$ cat config.mk
export PLATFORM = sky130hd
export DESIGN_NAME = seg7_scan_mux
export DESIGN_NICKNAME = d
export VERILOG_FILES = /design/src/rtl/seg7_scan_mux.sv
export SDC_FILE = /design/constraint.sdc
export NUM_CORES = 1
export LEC_CHECK = 0
export CAP_MARGIN = 10
export CORE_ASPECT_RATIO = 1.25
export CORE_UTILIZATION = 40
export CTS_CLUSTER_SIZE = 14
export DETAILED_ROUTE_END_ITERATION = 6
export GPL_TIMING_DRIVEN = 1
export PLACE_DENSITY = 0.59
export RECOVER_POWER = 50
export SYNTH_ARGS = -nofsm -noshare
export SYNTH_HDL_FRONTEND = slang
export SYNTH_SLANG_ARGS = --single-unit
$ cat constraint.sdc
create_clock -name clk -period 3.2 [get_ports clk]
set_input_delay 0.64 -clock clk [delete_from_list [all_inputs] [get_ports clk]]
set_output_delay 0.64 -clock clk [all_outputs]
set_load 0.01 [all_outputs]
$ cat src/rtl/seg7_scan_mux.sv
// Time-multiplexed seven-segment driver: double-buffered BCD digits, one digit
// per slot with a dead-time gap, optional leading-zero blanking, registered pins.
module seg7_scan_mux #(
   parameter int NUM_DIGITS   = 4,
   parameter int SCAN_DIV     = 2500,
   parameter int BLANK_CYCLES = 100
) (
   input  logic                    clk,
   input  logic                    rst_n,
   input  logic [4*NUM_DIGITS-1:0] digits_in,
   input  logic [NUM_DIGITS-1:0]   dp_in,
   input  logic                    load,
   input  logic                    lz_blank_en,
   output logic [6:0]              seg_out,
   output logic                    dp_out,
   output logic [NUM_DIGITS-1:0]   dig_en,
   output logic                    frame_start
);

   localparam int CNT_W  = $clog2(SCAN_DIV);
   localparam int SLOT_W = $clog2(NUM_DIGITS);
   localparam logic [CNT_W-1:0]  CNT_LAST  = CNT_W'(SCAN_DIV - 1);
   localparam logic [CNT_W-1:0]  CNT_BLANK = CNT_W'(BLANK_CYCLES);
   localparam logic [SLOT_W-1:0] SLOT_LAST = SLOT_W'(NUM_DIGITS - 1);

   typedef enum logic {ST_BLANK, ST_DRIVE} state_t;

   state_t                         state_q, state_d;
   logic [CNT_W-1:0]               cnt_q, cnt_d;
   logic [SLOT_W-1:0]              slot_q;
   logic                           cnt_wrap, frame_wrap, wrap_q;
   logic [NUM_DIGITS-1:0][3:0]     active_dig, pend_dig;
   logic [NUM_DIGITS-1:0]          active_dp, pend_dp;
   logic                           pend_valid;
   logic [NUM_DIGITS-1:0]          lz_mask;
   logic                           zero_above;
   logic [6:0]                     seg_d;
   logic                           dp_d;
   logic [NUM_DIGITS-1:0]          dig_en_d;

   function automatic logic [6:0] decode(input logic [3:0] d);
      case (d)
         4'd0:    decode = 7'h3F;
         4'd1:    decode = 7'h06;
         4'd2:    decode = 7'h5B;
         4'd3:    decode = 7'h4F;
         4'd4:    decode = 7'h66;
         4'd5:    decode = 7'h6D;
         4'd6:    decode = 7'h7D;
         4'd7:    decode = 7'h07;
         4'd8:    decode = 7'h7F;
         4'd9:    decode = 7'h6F;
         default: decode = 7'h40;
      endcase
   endfunction

   assign cnt_wrap   = (cnt_q == CNT_LAST);
   assign frame_wrap = cnt_wrap && (slot_q == SLOT_LAST);
   assign cnt_d      = cnt_wrap ? '0 : cnt_q + 1'b1;

   // NOTE: every signal an always_comb writes gets a default first, so no path leaves it unassigned (no latch).
   always_comb begin
      state_d = state_q;
      case (state_q)
         ST_BLANK: if (cnt_d >= CNT_BLANK) state_d = ST_DRIVE;
         ST_DRIVE: if (cnt_wrap && (BLANK_CYCLES != 0)) state_d = ST_BLANK;
         default:  state_d = ST_BLANK;
      endcase
   end

   // NOTE: state registers use non-blocking assignments so every flop samples pre-edge values.
   always_ff @(posedge clk) begin
      if (!rst_n) begin
         state_q <= ST_BLANK;
         cnt_q   <= '0;
         slot_q  <= '0;
         wrap_q  <= 1'b0;
      end else begin
         state_q <= state_d;
         cnt_q   <= cnt_d;
         wrap_q  <= frame_wrap;
         if (cnt_wrap) slot_q <= (slot_q == SLOT_LAST) ? '0 : slot_q + 1'b1;
      end
   end

   // A load on the wrap cycle lands in pending; the transfer still takes the old pending.
   always_ff @(posedge clk) begin
      if (!rst_n) begin
         active_dig <= '0;
         active_dp  <= '0;
         pend_dig   <= '0;
         pend_dp    <= '0;
         pend_valid <= 1'b0;
      end else begin
         if (frame_wrap && pend_valid) begin
            active_dig <= pend_dig;
            active_dp  <= pend_dp;
         end
         if (load) begin
            pend_dig   <= digits_in;
            pend_dp    <= dp_in;
            pend_valid <= 1'b1;
         end else if (frame_wrap) begin
            pend_valid <= 1'b0;
         end
      end
   end

   // A digit is blanked when it and everything above it are zero; digit 0 always shows.
   always_comb begin
      zero_above = 1'b1;
      lz_mask    = '0;
      for (int i = NUM_DIGITS - 1; i >= 1; i--) begin
         zero_above = zero_above && (active_dig[i] == 4'd0);
         lz_mask[i] = lz_blank_en && zero_above;
      end
   end

   always_comb begin
      seg_d    = '0;
      dp_d     = 1'b0;
      dig_en_d = '0;
      if ((state_q == ST_DRIVE) && !lz_mask[slot_q]) begin
         seg_d            = decode(active_dig[slot_q]);
         dp_d             = active_dp[slot_q];
         dig_en_d[slot_q] = 1'b1;
      end
   end

   always_ff @(posedge clk) begin
      if (!rst_n) begin
         seg_out     <= '0;
         dp_out      <= 1'b0;
         dig_en      <= '0;
         frame_start <= 1'b0;
      end else begin
         seg_out     <= seg_d;
         dp_out      <= dp_d;
         dig_en      <= dig_en_d;
         frame_start <= wrap_q;
      end
   end

endmodule

==> summary.txt, run 1 <==
Synthesis
  – Flops & latches, synth: 70
  – Synthesized net count: 347
  – Average size of a mapped cell: 9.68 µm²
  – Area leader, netlist: dfxtp_1
  – Mapped Cells: 312
  – Number of library cell types mapped by synthesis: 46
  – Synth top cells by count: dfxtp_1, nor2_1, mux2i_1, inv_1, nand2_1
  – Top-count cell post-synth: dfxtp_1
  – Ys flop type: dfxtp_1
  – Post-synthesis cell area: 3020 µm²
  – Sequential-to-total area share from yosys stat: 46.4%
  – Top cell type's share of synthesized area: 46.4%
  – Synth area leaders: dfxtp_1, mux2i_1, nor2_1
  – Ys Warns: 0
  – Async SR Flop Fraction: 0%
  – Post-synth EDFFs: 0

Route
  – DR DRC count: 0
  – Via/cell ratio: 4.94
  – DR pass1 iterations: 4
  – Routed len/inst: 12.8 µm
  – Final wirelength: 5640 µm
  – DR iter-0 viols: 110
  – DR vias: 2180
  – Final antenna-violating net count: 0

Critical path
  – Critical Path Start Type: flip-flop
  – Crit-path slowest cell: or3_1
  – CP peak stage delay: 0.53 ns
  – Crit. End Element: flip-flop
  – CP Cell Sequence: ha_1 -> or3b_1 -> or3_1 -> or3_1 -> a21oi_1
  – CP most frequent cell: or3_1
  – CP Data Required Time: 3.45 ns
  – CP max FO: 10
  – Worst Path Arrival: 2.55 ns
  – Setup CP Type: reg2reg
  – CP top delay family: simple AND/OR/NAND/NOR gates
  – Worst path bufs/invs: 0

GRT
  – Met3 Resource Use GR: 3.30%
  – GR Util met1: 20.9%
  – Grt peak-use layer: met2
  – First-pass GRT wire length: 9870 µm
  – Initial antenna violation count: 0
  – Gr usage total: 16.2%
  – Largest net degree at the start of global routing: 41
  – Vias in the first global route: 2046
  – GRT Residual Overflow: 0
  – M2 GR Usage: 25.2%

Clock network
  – Max Root-Sink Buffers: 2
  – Clock sink count: 70
  – Post-cts sizing count: 0
  – TritonCTS Buffers: 9
  – H-Tree Depth: 3
  – Worst skew pair latency: 0.34 ns
  – Post-CTS Hold Buffers: 0
  – Clock Root Buffer: clkbuf_8
  – TritonCTS clock tree: yes
  – Clk slew on worst S/H paths: 0.07 ns
  – Post CTS Setup Buffer Count: 0

Cells and area
  – Fillers: 699
  – FF+latch area: 1400 µm²
  – Area delta synth->final: 21.6%
  – Layout cells sized above 1: 7.16%
  – Post-layout util: 49.9%
  – Diode count: 0
  – Nets: 379
  – Multi-input logic area: 1490 µm²

Power and ir drop
  – Power share of the clock group: 45.2%
  – P_sw: 0.357 mW
  – PwrDens: 489 nW/µm²
  – VDD IR max: 0.246 mV
  – Reg power frac: 50.3%
  – Pint: 1.44 mW
  – Switching share of power: 19.9%
  – Gate power share: 4.5%
  – P_leak: 1.44 nW

Timing
  – Slew @ Worst Pin: 0.790 ns
  – Unrepaired setup endpoints after global routing: false
  – Skew final: 0.00980 ns
  – Setup violators final: 0
  – Tmin final: 2.30 ns
  – Hold Vio Cnt, Final: 0
  – Max Slew Vio Count: 0
  – Fmax: 0.436 GHz
  – Setup TNS: 0 ns
  – Max_slew headroom: 47.3%
  – Fin worst setup slack: 0.904 ns
  – Fin crit share: 71.8%

Floorplan
  – Chip Width: 79.7 µm
  – Rows: 35
  – Die Ht: 99.2 µm
  – Die area: 7910 µm²
  – Num ports: 37
  – Starting Density: 41.1%
  – CORE AREA: 7360 µm²

Hold path
  – Worst hold-check path type: reg2reg

Place
  – Pre-CTS setup slack: 0.941 ns
  – Hpwl dp: 3820 µm
  – PortBufs: 36
  – Routability Congestion: 0.761

Status
  – Status: complete, no violations

Job
  – Max-cap violation count: 0
==> cell usage in the layout (no fill, tap or decap), types with 2 or more instances in the layout <==
cell	netlist	layout
clkbuf_1	8	2
ha_1	11	11
and2_1	3	3
buf_4	1	2
nor3_1	7	7
o21ai_1	3	3
mux2i_1	43	43
dlygate4sd3_1	0	14
nand4_1	4	4
nand2_1	12	12
nand3_1	4	4
inv_1	13	13
xnor2_1	5	5
bufinv_16	0	2
clkdlybuf4s50_1	0	22
mux4_2	5	5
dfxtp_1	70	70
nor4_1	4	3
a21oi_1	10	10
nor2b_1	5	5
nand4bb_1	2	2
o21a_1	2	2
nor2_1	61	61
or3_1	3	3
clkbuf_8	0	12
xor2_1	2	2
nand2b_1	2	2
o211a_1	3	3
==> power by group through the flow <==
stage / registers [mW] / clock network [mW] / logic, mW
2_1_floorplan: 0.917 / 0 / 0.0481
3_3_place_gp: 0.922 / 0 / 0.0812
3_5_place_dp: 0.923 / 0 / 0.0821
4_1_cts: 0.903 / 0.835 / 0.0824
5_1_grt: 0.905 / 0.881 / 0.0910
6_report: 0.903 / 0.812 / 0.0806
==> kinds of logic after synthesis <==
| kind of cell | Yosys count | synth area share, % |
|---|---|---|
| AO/OA/AOI/OAI | 30 | 6.75 |
| multiplexers | 49 | 18.3 |
| XOR/XNOR | 7 | 2.03 |
| flip-flops | 70 | 46.4 |
| adder cells (fa/ha/maj) | 11 | 4.55 |
| buffers and inverters | 33 | 4.64 |
| AND/OR/NAND/NOR | 112 | 17.3 |
==> state kept, by name, indices dropped and copies added (netlist names) <==
name / flops
wrap_q: 1
slot_q: 2
dig_en: 4
active_dp: 4
dp_out: 1
frame_start: 1
pend_valid: 1
cnt_q: 12
state_q: 1
active_dig: 16
pend_dp: 4
seg_out: 7
pend_dig: 16
==> area by class of cell <==
class                           count  share of cell area [%]
Clock inverter                      3                    1.77
Inverter                           14                    1.43
Sequential cell                    70                    38.1
Timing Repair Buffer               40                    10.5
Multi-Input combinational cell    209                    40.5
Tap cell                           92                    3.13
Clock buffer                       13                    4.60
==> path summary, 6_finish.rpt <==
| check | end | slack (ns) | depth (start not counted) | startpoint |
|---|---|---|---|---|
| max reg2reg | slot_q[0] | 0.90 | 5 | cnt_q[0] |
| min reg2reg | frame_start | 0.43 | 1 | wrap_q |
| max | slot_q[0] | 0.90 | 5 | cnt_q[0] |
| min | frame_start | 0.43 | 1 | wrap_q |
==> metal layers <==
| metal | vias up | part of all wire (%) |
|---|---|---|
| met5 | - | 0 |
| met4 | 0 | 2.3 |
| met3 | 9 | 2.6 |
| met2 | 36 | 47 |
| met1 | 1002 | 48 |
| li1 | 1133 | - |
==> through the flow <==
| step | hold slack, ns | instance area [µm²] | total power, mW | cells |
|---|---|---|---|---|
| after global placement | 0.416 | 3450 | 1.00 | 425 |
| final | 0.429 | 3670 | 1.79 | 441 |
| after detailed placement | 0.423 | 3450 | 1.01 | 425 |
| after CTS | 0.436 | 3680 | 1.82 | 441 |
| after global routing | 0.441 | 3670 | 1.88 | 441 |
| after floorplan | 0.412 | 3020 | 0.965 | 312 |
(Power assumes the default switching activity.)
==> inputs of run 2 (changes only) <==
==> constraint.sdc (replaced) <==
create_clock -name clk -period 2.2 [get_ports clk]
set_input_delay 0.44 -clock clk [delete_from_list [all_inputs] [get_ports clk]]
set_output_delay 0.44 -clock clk [all_outputs]
set_load 0.01 [all_outputs]
==> run 2 against run 1 <==
Sequential power rose by 45%. Clock skew grew 0.0014 ns. Wire length up 1.6%. Critical endpoint unchanged. Highest routed layer unchanged.
==> summary.txt, run 2 (synthesized netlist as in run 1, its figures left out) <==
Floorplan
  – Starting Density: 41.1% (unchanged)
  – Die Ht: 99.2 µm (unchanged)
  – Chip Width: 79.7 µm (unchanged)
  – Num ports: 37 (unchanged)
  – Rows: 35 (unchanged)
  – Die area: 7910 µm² (unchanged)
  – CORE AREA: 7360 µm² (unchanged)

Critical path
  – Worst Path Arrival: 2.27 ns (-0.28 ns)
  – Reg-to-Reg Start: cnt_q[0]
  – CP max FO: 7 (-3)
  – Crit path launch: cnt_q[0]
  – Critical Path Start Type: flip-flop
  – CP Data Required Time: 2.47 ns (-0.98 ns)
  – Crit-path slowest cell: or3_1
  – CP Cell Sequence: ha_1 -> or3b_1 -> or3_1 -> or3_1 -> a21oi_1
  – CP peak stage delay: 0.49 ns (-0.04 ns)
  – Crit. End Element: flip-flop
  – CP most frequent cell: or3_1
  – Setup CP Type: reg2reg

Route
  – Final antenna-violating net count: 0 (unchanged)
  – Final wirelength: 5740 µm (+1.6%)
  – Via/cell ratio: 4.98 (+0.83%)
  – DR pass1 iterations: 4 (unchanged)
  – DR DRC count: 0 (unchanged)
  – DR iter-0 viols: 67 (-39%)
  – DR vias: 2228 (+2.2%)
  – Routed len/inst: 12.8 µm (+0.28%)

Place
  – Pre-CTS setup slack: 0.238 ns (-0.703 ns)
  – Placed cell count: 431 (+1.4%)
  – Post-placement cell area: 3520 µm² (+2.0%)
  – Routability Congestion: 0.758 (-0.35%)
  – Hpwl dp: 4040 µm (+5.7%)
  – PortBufs: 36 (unchanged)

Clock network
  – Post CTS Setup Buffer Count: 0 (unchanged)
  – Post-CTS Hold Buffers: 0 (unchanged)
  – Clk slew on worst S/H paths: 0.08 ns (about the same)
  – Clock Root Buffer: clkbuf_8
  – H-Tree Depth: 3 (unchanged)
  – Max Root-Sink Buffers: 2 (unchanged)
  – Worst skew pair latency: 0.34 ns (about the same)
  – TritonCTS clock tree: yes
  – TritonCTS Buffers: 9 (unchanged)
  – Clock sink count: 70 (unchanged)
  – Post-cts sizing count: 0 (unchanged)

Hold path
  – Hold_sp: wrap_q
  – Worst hold-check path type: reg2reg

Cells and area
  – Area delta synth->final: 24.7%
  – Finished Layout Cells: 447 (+1.4%)
  – Regs by FF count: active_dig x16, pend_dig x16, cnt_q x12
  – Post-layout util: 51.2% (+1.3 points)
  – Nets: 385 (+1.6%)
  – Most frequent cells in the layout: dfxtp_1, nor2_1, mux2i_1
  – Layout cells sized above 1: 9.01% (+1.9 points)
  – Commonest non-fill, non-tap cell in the layout: dfxtp_1
  – Diode count: 0 (unchanged)
  – Post-route design area: 3770 µm² (+2.6%)

GRT
  – GRT Residual Overflow: 0 (unchanged)
  – Vias in the first global route: 2152 (+5.2%)
  – Initial antenna violation count: 0 (unchanged)
  – Largest net degree at the start of global routing: 45 (+9.8%)
  – Grt peak-use layer: met2
  – First-pass GRT wire length: 9960 µm (+0.97%)
  – M2 GR Usage: 25.9% (+0.72 points)
  – Met3 Resource Use GR: 4.22% (+0.92 points)
  – Gr usage total: 16.2% (+0.044 points)
  – GR Util met1: 21.1% (+0.15 points)

Job
  – Max-cap violation count: 0 (unchanged)

Power and ir drop
  – P_leak: 1.48 nW (+2.8%)
  – VDD IR max: 0.368 mV (+50%)
  – PwrDens: 723 nW/µm² (+48%)
  – Final Power: 2.72 mW (+52%)

Timing
  – Hold Vio Cnt, Final: 0 (unchanged)
  – Fin crit share: 91.1% (+19 points)
  – Slew @ Worst Pin: 0.503 ns (-0.287 ns)
  – Fmax: 0.499 GHz (+15%)
  – Setup violators final: 0 (unchanged)
  – Unrepaired setup endpoints after global routing: false
  – Skew final: 0.0112 ns (+0.00143 ns)
  – Tmin final: 2.00 ns (-0.293 ns)
  – Max Slew Vio Count: 0 (unchanged)
  – Hold WS: 0.437 ns (+0.00808 ns)
  – Setup TNS: 0 ns (unchanged)
  – Fin worst setup slack: 0.196 ns (-0.707 ns)
  – Max_slew headroom: 66.5% (+19 points)

Status
  – Status: complete, no violations
## run 2: report_power, final
group          switching [mW]  internal, mW  leakage (nW)  total, mW
combinational          0.0510        0.0711         0.789      0.122
clock                   0.475         0.815         0.122       1.29
sequential             0.0181          1.29         0.569       1.31
## run 2: layout make-up
class / instances / area [µm²]
clock buffers: 11 / 151
clock inverters: 5 / 105
fillers: 682 / 3590
inverters: 14 / 52.6
multi-input cells: 209 / 1490
flip-flops and latches: 70 / 1400
well taps: 92 / 115
repair buffers: 46 / 457
## run 2: critical path, delay by kind of cell, from the launching register on
| kind | cells | cell delay, ns |
|---|---|---|
| AOI/OAI and AO/OA | 1 | 0.14 |
| DFF | 1 | 0.38 |
| adders and majority gates | 1 | 0.18 |
| and+or+nand+nor | 3 | 1.24 |
## run 2: path summary, 6_finish.rpt
kind,endpoint,slack [ns],cells past startpoint
setup / recovery,slot_q[0],0.20,5
hold / removal,frame_start,0.44,1
setup reg to reg,slot_q[0],0.20,5
hold reg to reg,frame_start,0.44,1
## run 2: routing by layer
layer  part of all wire (%)  wire, µm
met5                      0         0
met2                     48      2730
met3                    3.5       203
met1                     48      2750
met4                    1.0        59
